### config.mk
export PLATFORM = sky130hd
export DESIGN_NAME = mem_stage
export DESIGN_NICKNAME = d
export VERILOG_FILES = /design/src/rtl/mips_pkg.sv /design/src/rtl/mem_wb_reg.sv /design/src/rtl/mem_stage.sv
export SDC_FILE = /design/constraint.sdc
export NUM_CORES = 1
export LEC_CHECK = 0
export CAP_MARGIN = 40
export CORE_MARGIN = 1.5
export CORE_UTILIZATION = 46
export DETAILED_ROUTE_END_ITERATION = 8
export PLACE_DENSITY = 0.85
export SYNTH_ARGS = -nofsm -noshare
export SYNTH_HDL_FRONTEND = slang
export SYNTH_SLANG_ARGS = --single-unit
### constraint.sdc
create_clock -name clk -period 3.8 [get_ports clk]
set_input_delay 0.76 -clock clk [delete_from_list [all_inputs] [get_ports clk]]
set_output_delay 0.76 -clock clk [all_outputs]
set_load 0.05 [all_outputs]
### src/rtl/mips_pkg.sv
// Shared types and widths for the MIPS pipeline memory stage.
package mips_pkg;

  localparam int WORD_W = 32;
  localparam int REG_W  = 5;

  typedef enum logic {
    IDLE   = 1'b0,
    ACCESS = 1'b1
  } state_t;

  function automatic logic [WORD_W-1:0] word_addr(input logic [WORD_W-1:0] addr);
    return {addr[WORD_W-1:2], 2'b00};
  endfunction

endpackage

### src/rtl/mem_wb_reg.sv
// MEM/WB pipeline register: the valid/enable/fault flags update every cycle,
// while data and register index only change when a new bundle is loaded.
module mem_wb_reg
  import mips_pkg::*;
(
  input  logic              clk,
  input  logic              reset,
  input  logic              load,
  input  logic              valid_nxt,
  input  logic              reg_write_nxt,
  input  logic              misaligned_nxt,
  input  logic [REG_W-1:0]  write_reg_nxt,
  input  logic [WORD_W-1:0] data_nxt,
  output logic              wb_valid,
  output logic              wb_reg_write,
  output logic [REG_W-1:0]  wb_write_reg,
  output logic [WORD_W-1:0] wb_data,
  output logic              misaligned
);

  always_ff @(posedge clk) begin
    if (reset) begin
      wb_valid     <= 1'b0;
      wb_reg_write <= 1'b0;
      misaligned   <= 1'b0;
      wb_write_reg <= '0;
      wb_data      <= '0;
    end else begin
      wb_valid     <= valid_nxt;
      wb_reg_write <= reg_write_nxt;
      misaligned   <= misaligned_nxt;
      if (load) begin
        wb_write_reg <= write_reg_nxt;
        wb_data      <= data_nxt;
      end
    end
  end

endmodule

### src/rtl/mem_stage.sv
// MIPS memory-access stage: word load/store over a req/ack handshake with stall.
// Define MEM_ALIGN_CHECK_EN to trap misaligned memory ops instead of issuing them.
//
// state  | meaning
// IDLE   | accepting EX/MEM; non-memory ops pass straight to write-back
// ACCESS | request outstanding to data memory, waiting for dmem_ack
module mem_stage
  import mips_pkg::*;
(
  input  logic              clk,
  input  logic              reset,
  input  logic              ex_valid,
  input  logic [WORD_W-1:0] alu_result,
  input  logic [WORD_W-1:0] write_data,
  input  logic              mem_read,
  input  logic              mem_write,
  input  logic              reg_write,
  input  logic [REG_W-1:0]  write_reg,
  output logic              stall,
  output logic              dmem_req,
  output logic              dmem_we,
  output logic [WORD_W-1:0] dmem_addr,
  output logic [WORD_W-1:0] dmem_wdata,
  input  logic              dmem_ack,
  input  logic [WORD_W-1:0] dmem_rdata,
  output logic              wb_valid,
  output logic              wb_reg_write,
  output logic [REG_W-1:0]  wb_write_reg,
  output logic [WORD_W-1:0] wb_data,
  output logic              misaligned
);

  state_t state, state_nxt;

  logic [WORD_W-1:0] addr_q;
  logic [WORD_W-1:0] wdata_q;
  logic              we_q;
  logic              rw_q;
  logic [REG_W-1:0]  wreg_q;

  logic mem_op;
  logic align_fault;
  logic issue;

  logic              wb_load;
  logic              wb_valid_nxt;
  logic              wb_rw_nxt;
  logic              wb_mis_nxt;
  logic [REG_W-1:0]  wb_wreg_nxt;
  logic [WORD_W-1:0] wb_data_nxt;

  assign mem_op = ex_valid & (mem_read | mem_write);

`ifdef MEM_ALIGN_CHECK_EN
  assign align_fault = mem_op & (alu_result[1:0] != 2'b00);
`else
  assign align_fault = 1'b0;
`endif

  assign issue = mem_op & ~align_fault;

  always_comb begin
    state_nxt    = state;
    stall        = 1'b0;
    wb_load      = 1'b0;
    wb_valid_nxt = 1'b0;
    wb_rw_nxt    = 1'b0;
    wb_mis_nxt   = 1'b0;
    wb_wreg_nxt  = wreg_q;
    wb_data_nxt  = addr_q;
    case (state)
      IDLE: begin
        if (issue) begin
          stall     = 1'b1;
          state_nxt = ACCESS;
        end else if (ex_valid) begin
          // Plain ALU results and trapped misaligned ops both retire next cycle.
          wb_load      = 1'b1;
          wb_valid_nxt = 1'b1;
          wb_data_nxt  = alu_result;
          wb_wreg_nxt  = write_reg;
          wb_rw_nxt    = reg_write & ~align_fault;
          wb_mis_nxt   = align_fault;
        end
      end
      ACCESS: begin
        stall = ~dmem_ack;
        if (dmem_ack) begin
          state_nxt    = IDLE;
          wb_load      = 1'b1;
          wb_valid_nxt = 1'b1;
          wb_data_nxt  = we_q ? addr_q : dmem_rdata;
          wb_rw_nxt    = rw_q & ~we_q;
        end
      end
      default: state_nxt = IDLE;
    endcase
  end

  always_ff @(posedge clk) begin
    if (reset) begin
      state   <= IDLE;
      addr_q  <= '0;
      wdata_q <= '0;
      we_q    <= 1'b0;
      rw_q    <= 1'b0;
      wreg_q  <= '0;
    end else begin
      state <= state_nxt;
      if (state == IDLE && issue) begin
        addr_q  <= alu_result;
        wdata_q <= write_data;
        // A simultaneous read+write is carried out as a store.
        we_q    <= mem_write;
        rw_q    <= reg_write & ~mem_write;
        wreg_q  <= write_reg;
      end
    end
  end

  assign dmem_req   = (state == ACCESS);
  assign dmem_we    = we_q;
  assign dmem_addr  = word_addr(addr_q);
  assign dmem_wdata = wdata_q;

  mem_wb_reg u_wb (
    .clk            (clk),
    .reset          (reset),
    .load           (wb_load),
    .valid_nxt      (wb_valid_nxt),
    .reg_write_nxt  (wb_rw_nxt),
    .misaligned_nxt (wb_mis_nxt),
    .write_reg_nxt  (wb_wreg_nxt),
    .data_nxt       (wb_data_nxt),
    .wb_valid       (wb_valid),
    .wb_reg_write   (wb_reg_write),
    .wb_write_reg   (wb_write_reg),
    .wb_data        (wb_data),
    .misaligned     (misaligned)
  );

endmodule

== Word-level counts from Yosys, hierarchy flattened ==
Index checks and enable logic that the tools add are counted.
Cells by class
  add/subtract/negate cells: 0
  bitwise operators: 8
  eq/ne operators: 0
  reduce and logical (&&, ||, !) cells: 1
  $lt $le $gt $ge: 0
  muxes and demuxes: 20
  shifts and indexed selects: 0
  multipliers: 0
  div/mod/pow operators: 0
Operators with widths (number)
  $mux W32: 4
  $pmux W32 S2: 1
  $mux W5: 3
  $mux W1: 8
  $pmux W1 S2: 4
  $not A1 Y1: 4
  $and A1 B1 Y1: 3
  $logic_and A1 B1 Y1: 1
  $or A1 B1 Y1: 1
Word-level totals
  ROM bits: 0
  flip-flop bits (word level): 111
  output and inout port bits: 107
  logic and storage cells: 39
  memories: 0
  bits in latches: 0
  bits of input ports: 108
  RAM bits: 0

== Longest topological paths before layout ==
Gate-level depths: netlist of the first run.
  word-level depth: 4
  depth in mapped cells: 6
  gate-level depth less buffers: 3

== Modules after synthesis ==
Synthesis of the first run repeated with hierarchy kept, for this count alone.
Unflattened totals
  cells, all modules: 577
  area total of the unflattened synthesis: 5041.1 sq um
By module, submodules not included
  mem_stage: area an instance 3626.0 sq um, seq. area each 1441.4 sq um, instances 1, cells an instance 452
  mem_wb_reg: area an instance 1415.1 sq um, seq. area each 800.8 sq um, instances 1, cells an instance 125

== Worst setup path before layout of the first run ==
No wires, ideal clock.
  path type: reg2out
  from: reg state (netlist: dmem_req)
  to: out stall
  stages on the path, launching flop included: 5
  path buffers: 2
  arrival time: 1.796 ns
  setup slack: 1.244 ns
  data required time: 3.040 ns
  cell sequence: dfxtp_1 > buf_6 > nand2b_1 > buf_4 > o22ai_1
On the way
  longest elaborated chain between the ends: 2
RTL lines
  from (decl): RTL line mem_stage.sv:33  | state_t state, state_nxt;
  from (signal assigned): RTL line mem_stage.sv:109  | state <= state_nxt;
  $not A1 Y1
  $pmux W1 S2 (*): RTL line mem_stage.sv:71  | case (state)
  to (decl): RTL line mem_stage.sv:19  | output logic stall,
Every way passes the cells marked *; elsewhere a longest branch is shown, timed or not.

== Final worst setup path of the first run ==
  from: in mem_write
  to: out stall
On the way
  longest elaborated chain between the ends: 4
RTL lines
  from (decl): RTL line mem_stage.sv:16  | input logic mem_write,
  $or A1 B1 Y1: RTL line mem_stage.sv:52  | assign mem_op = ex_valid & (mem_read | mem_write);
  $and A1 B1 Y1: RTL line mem_stage.sv:52
  $mux W1: RTL line mem_stage.sv:73  | if (issue) begin
  $pmux W1 S2: RTL line mem_stage.sv:71
No other way between the ends.

==> results.py, run 1 <==
metrics = {
    "pwr": {
        "vdd_ir_drop_max_mv": 0.229,
        "clock_power_share": 0.237,
        "net-switching-power_uw": 967,
        "comb_power_share": 0.304,
        "power.density_nw_per_um2": 392,
        "reg_power_frac": 0.459,
        "switching_fraction_of_total_power": 0.346,
        "internal_power_uw": 1830,
        "power.static_leakage_uw": 0.00231,
    },
    "floorplan": {
        "fp.dieW_um": 109,
        "fp.dieArea_um2": 11800,
        "fp-row-count": 38,
        "floorplan.die.height_um": 109,
        "initial_core_util": 0.472,
        "core-area_um2": 10900,
        "pin_count": 215,
    },
    "drt": {
        "routed_wirelength_mm": 16.8,
        "routed-via-count": 5352,
        "drtPass1Iterations": 8,
        "drt_iter0_markers": 420,
        "drt-wirelength-per-cell_um": 19.3,
        "final_antenna_net_count": 0,
        "remaining_drc_errors": 0,
        "routed_via_density": 6.14,
    },
    "worst_setup_path": {
        "cp_capture_type": "output pin",
        "critPathKind": "in -> out",
        "critPathArrivalTime_ps": 1890,
        "critical_path.max_fanout": 6,
        "critPathLaunchType": "input pin",
        "cp_data_required_time_ps": 3040,
    },
    "yosys": {
        "synth_top_family_by_area": "compound AO/OA/AOI/OAI gates",
        "synthAdderAreaFrac": 0,
        "synth_compound_gate_area_share": 0.283,
        "synth_top_area_share": 0.432,
        "muxShareOfSynthArea": 0,
        "yosys.cell_types.count": 31,
        "syn-cell-area_um2": 5140,
        "seq_area_frac_synth": 0.432,
        "synth_xor_xnor_area_share": 0,
        "synth_cells": 593,
        "dominantRegCellSynth": "sky130_fd_sc_hd__dfxtp_1",
        "yosys_warnings": 0,
        "postSynthRegisterBits": 111,
        "synthTopCellsByArea": "sky130_fd_sc_hd__dfxtp_1 43%, sky130_fd_sc_hd__nand3_1 8.6%, sky130_fd_sc_hd__a311oi_2 7.0%, sky130_fd_sc_hd__a21oi_1 6.9%, sky130_fd_sc_hd__buf_4 6.1%",
        "average_cell_area_after_synthesis_um2": 8.67,
        "synth_largest_area_cell": "sky130_fd_sc_hd__dfxtp_1",
        "synth-edff-count": 0,
        "synthArstFlopShare": 0,
        "synth_simple_gate_area_frac": 0.163,
    },
    "global_routing": {
        "global_route_wire_length_before_repair_mm": 26.0,
        "grt_max_degree": 112,
        "grt.overflow.total": 0,
        "grt_pass1_vias": 5211,
        "grt_antenna_before_repair": 0,
        "grt_usage": 0.280,
    },
    "timing": {
        "final-setup-viol-count": 0,
        "timing_hold_violations_final": 0,
        "grt_setup_unrepaired": "no",
        "worst_slack_ps": 1150,
        "fmax_mhz": 377,
        "report.final.slew_viol_count": 0,
        "period_share": 0.698,
        "skew_ps": 6.81,
        "worst_case_headroom_to_the_max_slew_limit": 0.517,
        "worstMarginPinSlew_ps": 725,
        "timing.setup.tns_ps": 0,
        "finalCriticalPeriod_ps": 2650,
    },
    "place": {
        "place_ws_ps": 828,
        "place_area_um2": 6960,
        "detailed_placement_wirelength_estimate_mm": 10.7,
        "place.gp.congestion": 0.867,
        "port_buffers": 211,
    },
    "final_layout": {
        "area_growth_pct": 38.8,
        "antenna_cells_inserted": 0,
        "final_net_count": 834,
        "layout.cell_area.non_filler_um2": 7140,
        "final_layout_size_suffix_gt1_frac": 0.0821,
        "fill_cells": 901,
    },
    "clock_network": {
        "total_setup_buffers_inserted_after_cts": 0,
        "postCtsResizedCells": 0,
        "cts_made_buffers": 9,
        "cts_htree_levels": 3,
        "worst_skew_pair.late_latency_ps": 380,
        "tritoncts": "built",
        "cts_buffer_depth": 2,
        "clk_pin_slew_ps": 100,
        "clk_root_buffer_cell": "sky130_fd_sc_hd__clkbuf_8",
        "tritoncts_num_sinks": 111,
        "holdBufCountCts": 0,
    },
    "job": {
        "drv.max_cap_violation_count": 0,
    },
    "outcome": {
        "run_status": "complete, no violations",
    },
    "min_path": {
        "min-delay-path-class": "reg -> reg",
    },
}
cells by family after synthesis:
| family | after synthesis |
|---|---|
| compound gates | 213 |
| buf+inv | 104 |
| other cells | 1 |
| flops | 111 |
| simple gates | 164 |
power by group through the flow:
| stage | clock [uW] | sequential [uW] | combinational (uW) |
|---|---|---|---|
| floorplan | 0 | 1490 | 363 |
| global placement | 0 | 1310 | 827 |
| detailed placement | 0 | 1310 | 845 |
| CTS | 675 | 1280 | 847 |
| global route | 719 | 1290 | 893 |
| finish | 663 | 1280 | 850 |
synthesized netlist by cell type (2+ instances only):
cell type / number
sky130_fd_sc_hd__a22oi_1: 20
sky130_fd_sc_hd__a311oi_2: 24
sky130_fd_sc_hd__o21ai_1: 17
sky130_fd_sc_hd__nor2b_1: 3
sky130_fd_sc_hd__nor3_1: 37
sky130_fd_sc_hd__buf_2: 12
sky130_fd_sc_hd__nand2b_1: 2
sky130_fd_sc_hd__nor2_1: 2
sky130_fd_sc_hd__dfxtp_1: 111
sky130_fd_sc_hd__clkbuf_1: 39
sky130_fd_sc_hd__buf_6: 8
sky130_fd_sc_hd__nand3_1: 88
sky130_fd_sc_hd__buf_4: 42
sky130_fd_sc_hd__nand2_1: 24
sky130_fd_sc_hd__a21oi_1: 71
sky130_fd_sc_hd__a311oi_1: 13
sky130_fd_sc_hd__o21ai_0: 54
sky130_fd_sc_hd__a32oi_1: 13
worst max-delay path, cell delays in order:
cell and delay (ps):
sky130_fd_sc_hd__clkdlybuf4s50_1 640, sky130_fd_sc_hd__nor2_4 70, sky130_fd_sc_hd__o22ai_1 180, sky130_fd_sc_hd__buf_4 240
routing by layer:
layer / part of all wire / GRT usage / vias up
met5: 0 / 0 / -
met4: 0.029 / 0.126 / 0
met3: 0.12 / 0.0932 / 55
met2: 0.48 / 0.468 / 354
met1: 0.38 / 0.325 / 2519
li1: - / - / 2424
stage by stage:
stage,hold WS (ps),instances,power (uW),util
after floorplan,449,595,1850,-
after global placement,460,854,2130,0.638
after detailed placement,466,855,2160,0.640
after CTS,480,871,2810,0.656
after global routing,498,871,2910,0.656
final,475,871,2800,0.656
cell type report:
class / count / area (um2) / area share
Multi-Input combinational cell: 380 / 2320 / 0.325
Timing Repair Buffer: 223 / 2240 / 0.314
Sequential cell: 111 / 2220 / 0.311
Tap cell: 140 / 175 / 0.0245
Clock buffer: 12 / 155 / 0.0217
Clock inverter: 4 / 20.0 / 0.00280
Inverter: 1 / 3.75 / 0.000526
cells in the final DEF (no fill, tap or decap), drive strengths merged:
cell           count
clkdlybuf4s50    209
dfxtp            111
nand3             88
a21oi             71
o21ai             71
nor3              37
a311oi            37
nand2             24
a22oi             20
buf               14
a32oi             13
clkbuf            12
clkinv             4
conb               3
nor2b              3
or2                2
nor2               2
nand2b             2
inv                1
o22ai              1
or4b               1
nand3b             1
nor4b              1
and2               1
and3b              1
nand4b             1
final timing paths:
kind                                        end                 from  slack (ps)  cells after the start
setup / recovery                          stall            mem_write        1150                      4
hold / removal                rw_q$_SDFFE_PP0P_    rw_q$_SDFFE_PP0P_         470                      2
setup reg to reg  u_wb.wb_data[22]$_SDFFE_PP0P_  dmem_req$_SDFF_PP0_        1710                      6
hold reg to reg               rw_q$_SDFFE_PP0P_    rw_q$_SDFFE_PP0P_         470                      2
No activity file was read; power rests on OpenSTA's default activity.
==> run 2, diff against run 1 <==
--- a/config.mk
+++ b/config.mk
@@ -7,9 +7,9 @@
 export LEC_CHECK = 0
 export CAP_MARGIN = 40
 export CORE_MARGIN = 1.5
-export CORE_UTILIZATION = 46
+export CORE_UTILIZATION = 43
 export DETAILED_ROUTE_END_ITERATION = 8
-export PLACE_DENSITY = 0.85
+export PLACE_DENSITY = 0.81
 export SYNTH_ARGS = -nofsm -noshare
 export SYNTH_HDL_FRONTEND = slang
 export SYNTH_SLANG_ARGS = --single-unit
==> constraint.sdc (replaced) <==
create_clock -name clk -period 2.57 [get_ports clk]
set_input_delay 0.514 -clock clk [delete_from_list [all_inputs] [get_ports clk]]
set_output_delay 0.514 -clock clk [all_outputs]
set_load 0.05 [all_outputs]
==> run 2 against run 1 <==
Net effect: critical path type unchanged; setup slack worse by 740 ps; the run now ends with DRC left; combinational power is 48% higher; sequential share of layout area is 0.71 points lower; core utilization is 2.1 points lower; die area is 6.8% higher.
==> results.py, run 2 (synthesis results as in run 1) <==
metrics = {
    "global_routing": {
        "global_route_wire_length_before_repair_mm": 26.6,
        "grt_antenna_before_repair": 0,
        "grt_usage": 0.262,
        "grt_max_degree": 72,
        "grt_pass1_vias": 5144,
        "grt.overflow.total": 0,
    },
    "timing": {
        "final-setup-viol-count": 0,
        "skew_ps": 7.47,
        "worstMarginPinSlew_ps": 701,
        "worst_case_headroom_to_the_max_slew_limit": 0.533,
        "fmax_mhz": 462,
        "report.final.slew_viol_count": 0,
        "grt_setup_unrepaired": "no",
        "period_share": 0.842,
        "timing_hold_violations_final": 0,
        "finalCriticalPeriod_ps": 2160,
        "timing.setup.tns_ps": 0,
    },
    "clock_network": {
        "worst_skew_pair.late_latency_ps": 340,
        "clk_pin_slew_ps": 70,
        "postCtsResizedCells": 0,
        "cts_htree_levels": 3,
        "total_setup_buffers_inserted_after_cts": 0,
        "tritoncts_num_sinks": 111,
        "cts_buffer_depth": 2,
        "clk_root_buffer_cell": "sky130_fd_sc_hd__clkbuf_16",
        "holdBufCountCts": 0,
        "cts_made_buffers": 9,
        "tritoncts": "built",
    },
    "min_path": {
        "min-delay-path-class": "reg -> reg",
    },
    "worst_setup_path": {
        "critical_path.max_fanout": 6,
        "critPathLaunchType": "input pin",
        "cp_data_required_time_ps": 2060,
        "critPathArrivalTime_ps": 1650,
        "cp_capture_type": "output pin",
        "critPathKind": "in -> out",
    },
    "floorplan": {
        "fp-row-count": 39,
        "fp.dieArea_um2": 12600,
        "floorplan.die.height_um": 112,
        "pin_count": 215,
        "core-area_um2": 11500,
        "fp.dieW_um": 112,
        "initial_core_util": 0.446,
    },
    "job": {
        "drv.max_cap_violation_count": 0,
    },
    "final_layout": {
        "fill_cells": 974,
        "multiInputGateArea_um2": 2320,
        "mostFrequentLayoutCells": "208 x sky130_fd_sc_hd__clkdlybuf4s50_1, 111 x sky130_fd_sc_hd__dfxtp_1, 88 x sky130_fd_sc_hd__nand3_1",
        "layout.cell_area.non_filler_um2": 7310,
        "antenna_cells_inserted": 0,
        "final_layout_size_suffix_gt1_frac": 0.0923,
        "final_net_count": 841,
        "regArea_um2": 2220,
        "area_growth_pct": 42.1,
        "mostFrequentLayoutCell": "sky130_fd_sc_hd__clkdlybuf4s50_1",
    },
    "pwr": {
        "vdd_ir_drop_max_mv": 0.426,
        "power.density_nw_per_um2": 613,
        "power.static_leakage_uw": 0.00238,
    },
    "drt": {
        "drtPass1Iterations": 7,
        "drt-wirelength-per-cell_um": 19.1,
        "routed-via-count": 5214,
        "drt_iter0_markers": 491,
        "routed_wirelength_mm": 16.8,
        "remaining_drc_errors": 18,
        "final_antenna_net_count": 0,
        "routed_via_density": 5.93,
    },
    "outcome": {
        "failed_checks": "DRC",
        "run_status": "finished with violations",
    },
    "place": {
        "port_buffers": 211,
        "place.gp.congestion": 0.839,
        "detailed_placement_wirelength_estimate_mm": 11.2,
        "place_area_um2": 7030,
    },
}
[run 2: layer usage]
layer,vias up,global-route usage,wire length [um]
met1,2467,0.309,6540
met4,0,0.0928,380
li1,2432,-,-
met5,-,0,0
met2,282,0.456,8180
met3,33,0.0729,1720
[run 2: final timing paths]
kind	startpoint	to	slack [ps]	cells after the start
max	mem_write	stall	410	4
min	dmem_wdata[21]$_SDFFE_PP0P_	dmem_wdata[21]$_SDFFE_PP0P_	470	2
max reg2reg	dmem_req$_SDFF_PP0_	u_wb.wb_data[4]$_SDFFE_PP0P_	620	5
min reg2reg	dmem_wdata[21]$_SDFFE_PP0P_	dmem_wdata[21]$_SDFFE_PP0P_	470	2
[run 2: per-stage QoR]
stage | hold slack [ps] | worst slack, ps | utilization | total power (uW) | std cells
after global routing | 496 | 342 | 0.634 | 4650 | 880
after CTS | 477 | 397 | 0.634 | 4500 | 880
after detailed placement | 468 | 153 | 0.611 | 3210 | 865
after floorplan | 449 | 260 | - | 2740 | 595
final | 475 | 406 | 0.634 | 4480 | 880
after global placement | 461 | 274 | 0.611 | 3180 | 865
[run 2: layout make-up]
| cell class | count | area share |
|---|---|---|
| tap | 143 | 0.0245 |
| inverter | 1 | 0.000514 |
| timing repair buffer | 230 | 0.316 |
| clock buffer | 9 | 0.0308 |
| sequential | 111 | 0.304 |
| multi-input combinational | 380 | 0.318 |
| clock inverter | 6 | 0.00634 |
[run 2: worst max-delay path: stages]
cell and delay (ps):
sky130_fd_sc_hd__clkdlybuf4s50_1 660, sky130_fd_sc_hd__nor2_4 70, sky130_fd_sc_hd__o22ai_1 170, sky130_fd_sc_hd__buf_4 240
[run 2: power by group]
group,switching (uW),internal [uW],leakage (uW)
clock network,650,660,0.000128
logic,779,483,0.00134
registers,72.8,1830,0.000910
==> run 3, diff against run 2 <==
--- a/config.mk
+++ b/config.mk
@@ -7,9 +7,9 @@
 export LEC_CHECK = 0
 export CAP_MARGIN = 40
 export CORE_MARGIN = 1.5
-export CORE_UTILIZATION = 43
+export CORE_UTILIZATION = 39
 export DETAILED_ROUTE_END_ITERATION = 8
-export PLACE_DENSITY = 0.81
+export PLACE_DENSITY = 0.77
 export SYNTH_ARGS = -nofsm -noshare
 export SYNTH_HDL_FRONTEND = slang
 export SYNTH_SLANG_ARGS = --single-unit
==> constraint.sdc (replaced) <==
create_clock -name clk -period 1.95 [get_ports clk]
set_input_delay 0.39 -clock clk [delete_from_list [all_inputs] [get_ports clk]]
set_output_delay 0.39 -clock clk [all_outputs]
set_load 0.05 [all_outputs]
==> run 3 against run 2 <==
Net effect: the run now ends clean; core utilization fell by 3.5 points; cell area rose by 4.5%; power rose by 35%; die area rose by 10%; via count rose by 2.3%; register-to-register slack got worse by 330 ps; clock skew fell by 1.5 ps; highest routed layer unchanged.
==> results.py, run 3 (synthesis results as in run 1) <==
metrics = {
    "clock_network": {
        "clk_pin_slew_ps": 70,
        "cts_htree_levels": 3,
        "total_setup_buffers_inserted_after_cts": 0,
        "clk_root_buffer_cell": "sky130_fd_sc_hd__clkbuf_16",
        "holdBufCountCts": 0,
        "cts_buffer_depth": 2,
        "cts_made_buffers": 9,
        "tritoncts_num_sinks": 111,
        "worst_skew_pair.late_latency_ps": 350,
        "tritoncts": "built",
    },
    "timing": {
        "worstMarginPinSlew_ps": 545,
        "period_share": 0.984,
        "skew_ps": 5.97,
        "whs_ps": 398,
        "worst_case_headroom_to_the_max_slew_limit": 0.636,
        "report.final.slew_viol_count": 0,
        "fmax_mhz": 521,
        "finalCriticalPeriod_ps": 1920,
        "final-setup-viol-count": 0,
        "grt_setup_unrepaired": "no",
        "timing_hold_violations_final": 0,
    },
    "place": {
        "detailed_placement_wirelength_estimate_mm": 11.9,
        "dpl.cell_count": 908,
        "place.gp.congestion": 0.860,
        "port_buffers": 211,
    },
    "floorplan": {
        "fp.dieW_um": 118,
        "core-area_um2": 12700,
        "pin_count": 215,
        "floorplan.die.height_um": 118,
        "fp-row-count": 41,
        "initial_core_util": 0.404,
        "fp.dieArea_um2": 13900,
    },
    "drt": {
        "routed_via_density": 5.77,
        "routed_wirelength_mm": 17.2,
        "drt-wirelength-per-cell_um": 18.6,
        "routed-via-count": 5333,
        "final_antenna_net_count": 0,
        "remaining_drc_errors": 0,
        "drt_iter0_markers": 482,
        "drtPass1Iterations": 5,
    },
    "worst_setup_path": {
        "critPathArrivalTime_ps": 1530,
        "critPathLaunch": "u_wb.wb_data[10]$_SDFFE_PP0P_",
        "cells_along_the_critical_path": "clkdlybuf4s50_1",
        "cp_num_cells": 1,
        "cpMaxStageDelayCell": "sky130_fd_sc_hd__clkdlybuf4s50_1",
        "critical_path.n_buffers_inverters": 1,
        "timing.reg2reg.worst_path_depth": 5,
        "family_with_the_most_delay_on_the_worst_path": "buffers and inverters",
        "cp_data_required_time_ps": 1560,
        "cp_capture_type": "output pin",
        "critPathMaxStageDelay_ps": 810,
        "critPathLaunchType": "flip-flop",
        "regToRegStartpoint": "dmem_req$_SDFF_PP0_",
        "critPathKind": "reg -> out",
        "critical_path.max_fanout": 2,
    },
    "min_path": {
        "min-delay-start": "mem_write",
        "min-delay-path-class": "in -> reg",
        "min_delay_path_depth": 3,
    },
    "job": {
        "drv.max_cap_violation_count": 0,
    },
    "outcome": {
        "run_status": "complete, no violations",
    },
    "pwr": {
        "power.static_leakage_uw": 0.00289,
        "vdd_ir_drop_max_mv": 0.406,
        "power.density_nw_per_um2": 795,
    },
    "global_routing": {
        "grt_antenna_before_repair": 0,
        "grt_pass1_vias": 5175,
        "global_route_wire_length_before_repair_mm": 27.1,
        "grt.overflow.total": 0,
        "grt_max_degree": 45,
        "grt_usage": 0.242,
    },
    "final_layout": {
        "final_net_count": 855,
        "mostFrequentLayoutCells": "172 x sky130_fd_sc_hd__clkdlybuf4s50_1, 111 x sky130_fd_sc_hd__dfxtp_1, 88 x sky130_fd_sc_hd__nand3_1",
        "final_cell_count_no_fill": 925,
        "final_layout_size_suffix_gt1_frac": 0.121,
        "area_growth_pct": 48.4,
        "mostFrequentLayoutCell": "sky130_fd_sc_hd__clkdlybuf4s50_1",
        "fill_cells": 1136,
    },
}
-- run 3: timing repair --
action	in CTS	in global routing
endpoints found under the setup margin	5	21
resized for setup	5	22
pin swaps	0	0
gates cloned	0	0
-- run 3: layout make-up --
cell class,instances,area [um2],area share
multi-input combinational,380,2330,0.305
tap,172,215,0.0282
timing repair buffer,244,2570,0.337
antenna,1,2.50,0.000328
clock inverter,3,42.5,0.00557
clock buffer,13,250,0.0328
inverter,1,3.75,0.000492
sequential,111,2220,0.291
-- run 3: path summary, 6_finish.rpt --
check             slack (ps)                             to
setup / recovery          30                    wb_data[10]
setup reg to reg         290  u_wb.wb_data[29]$_SDFFE_PP0P_
hold reg to reg          470    dmem_wdata[29]$_SDFFE_PP0P_
hold / removal           400           dmem_we$_SDFFE_PP0P_
-- run 3: layer usage --
layer	global-route usage	share of wire	vias up
li1	-	-	2466
met1	0.286	0.39	2508
met2	0.400	0.48	305
met3	0.0732	0.097	54
met4	0.117	0.034	0
met5	0	0	-
-- run 3: power breakdown --
group / internal, uW / switching [uW] / leakage [uW]
Clock: 1030 / 808 / 0.000140
Sequential: 2420 / 94.7 / 0.000910
Combinational: 675 / 1040 / 0.00184
Total: 4130 / 1940 / 0.00289
-- run 3: worst reg2reg max path, cell delays in order (launching register included) --
cell	delay, ps
sky130_fd_sc_hd__dfxtp_1	360
sky130_fd_sc_hd__buf_4	190
sky130_fd_sc_hd__or4b_1	520
sky130_fd_sc_hd__buf_12	200
sky130_fd_sc_hd__nand3_1	120
sky130_fd_sc_hd__a311oi_2	130
-- run 3: metrics by stage --
| stage | instance area, um2 | setup WS, ps | setup TNS (ps) | utilization | total power (uW) |
|---|---|---|---|---|---|
| detailed placement | 7280 | -146 | -4670 | 0.572 | 4280 |
| CTS | 7570 | 3.18 | 0 | 0.595 | 6100 |
| global route | 7630 | 0.188 | 0 | 0.600 | 6290 |
| global placement | 7280 | -92.7 | -2480 | 0.572 | 4240 |
| floorplan | 5150 | 116 | 0 | - | 3610 |
| finish | 7630 | 31.0 | 0 | 0.600 | 6070 |
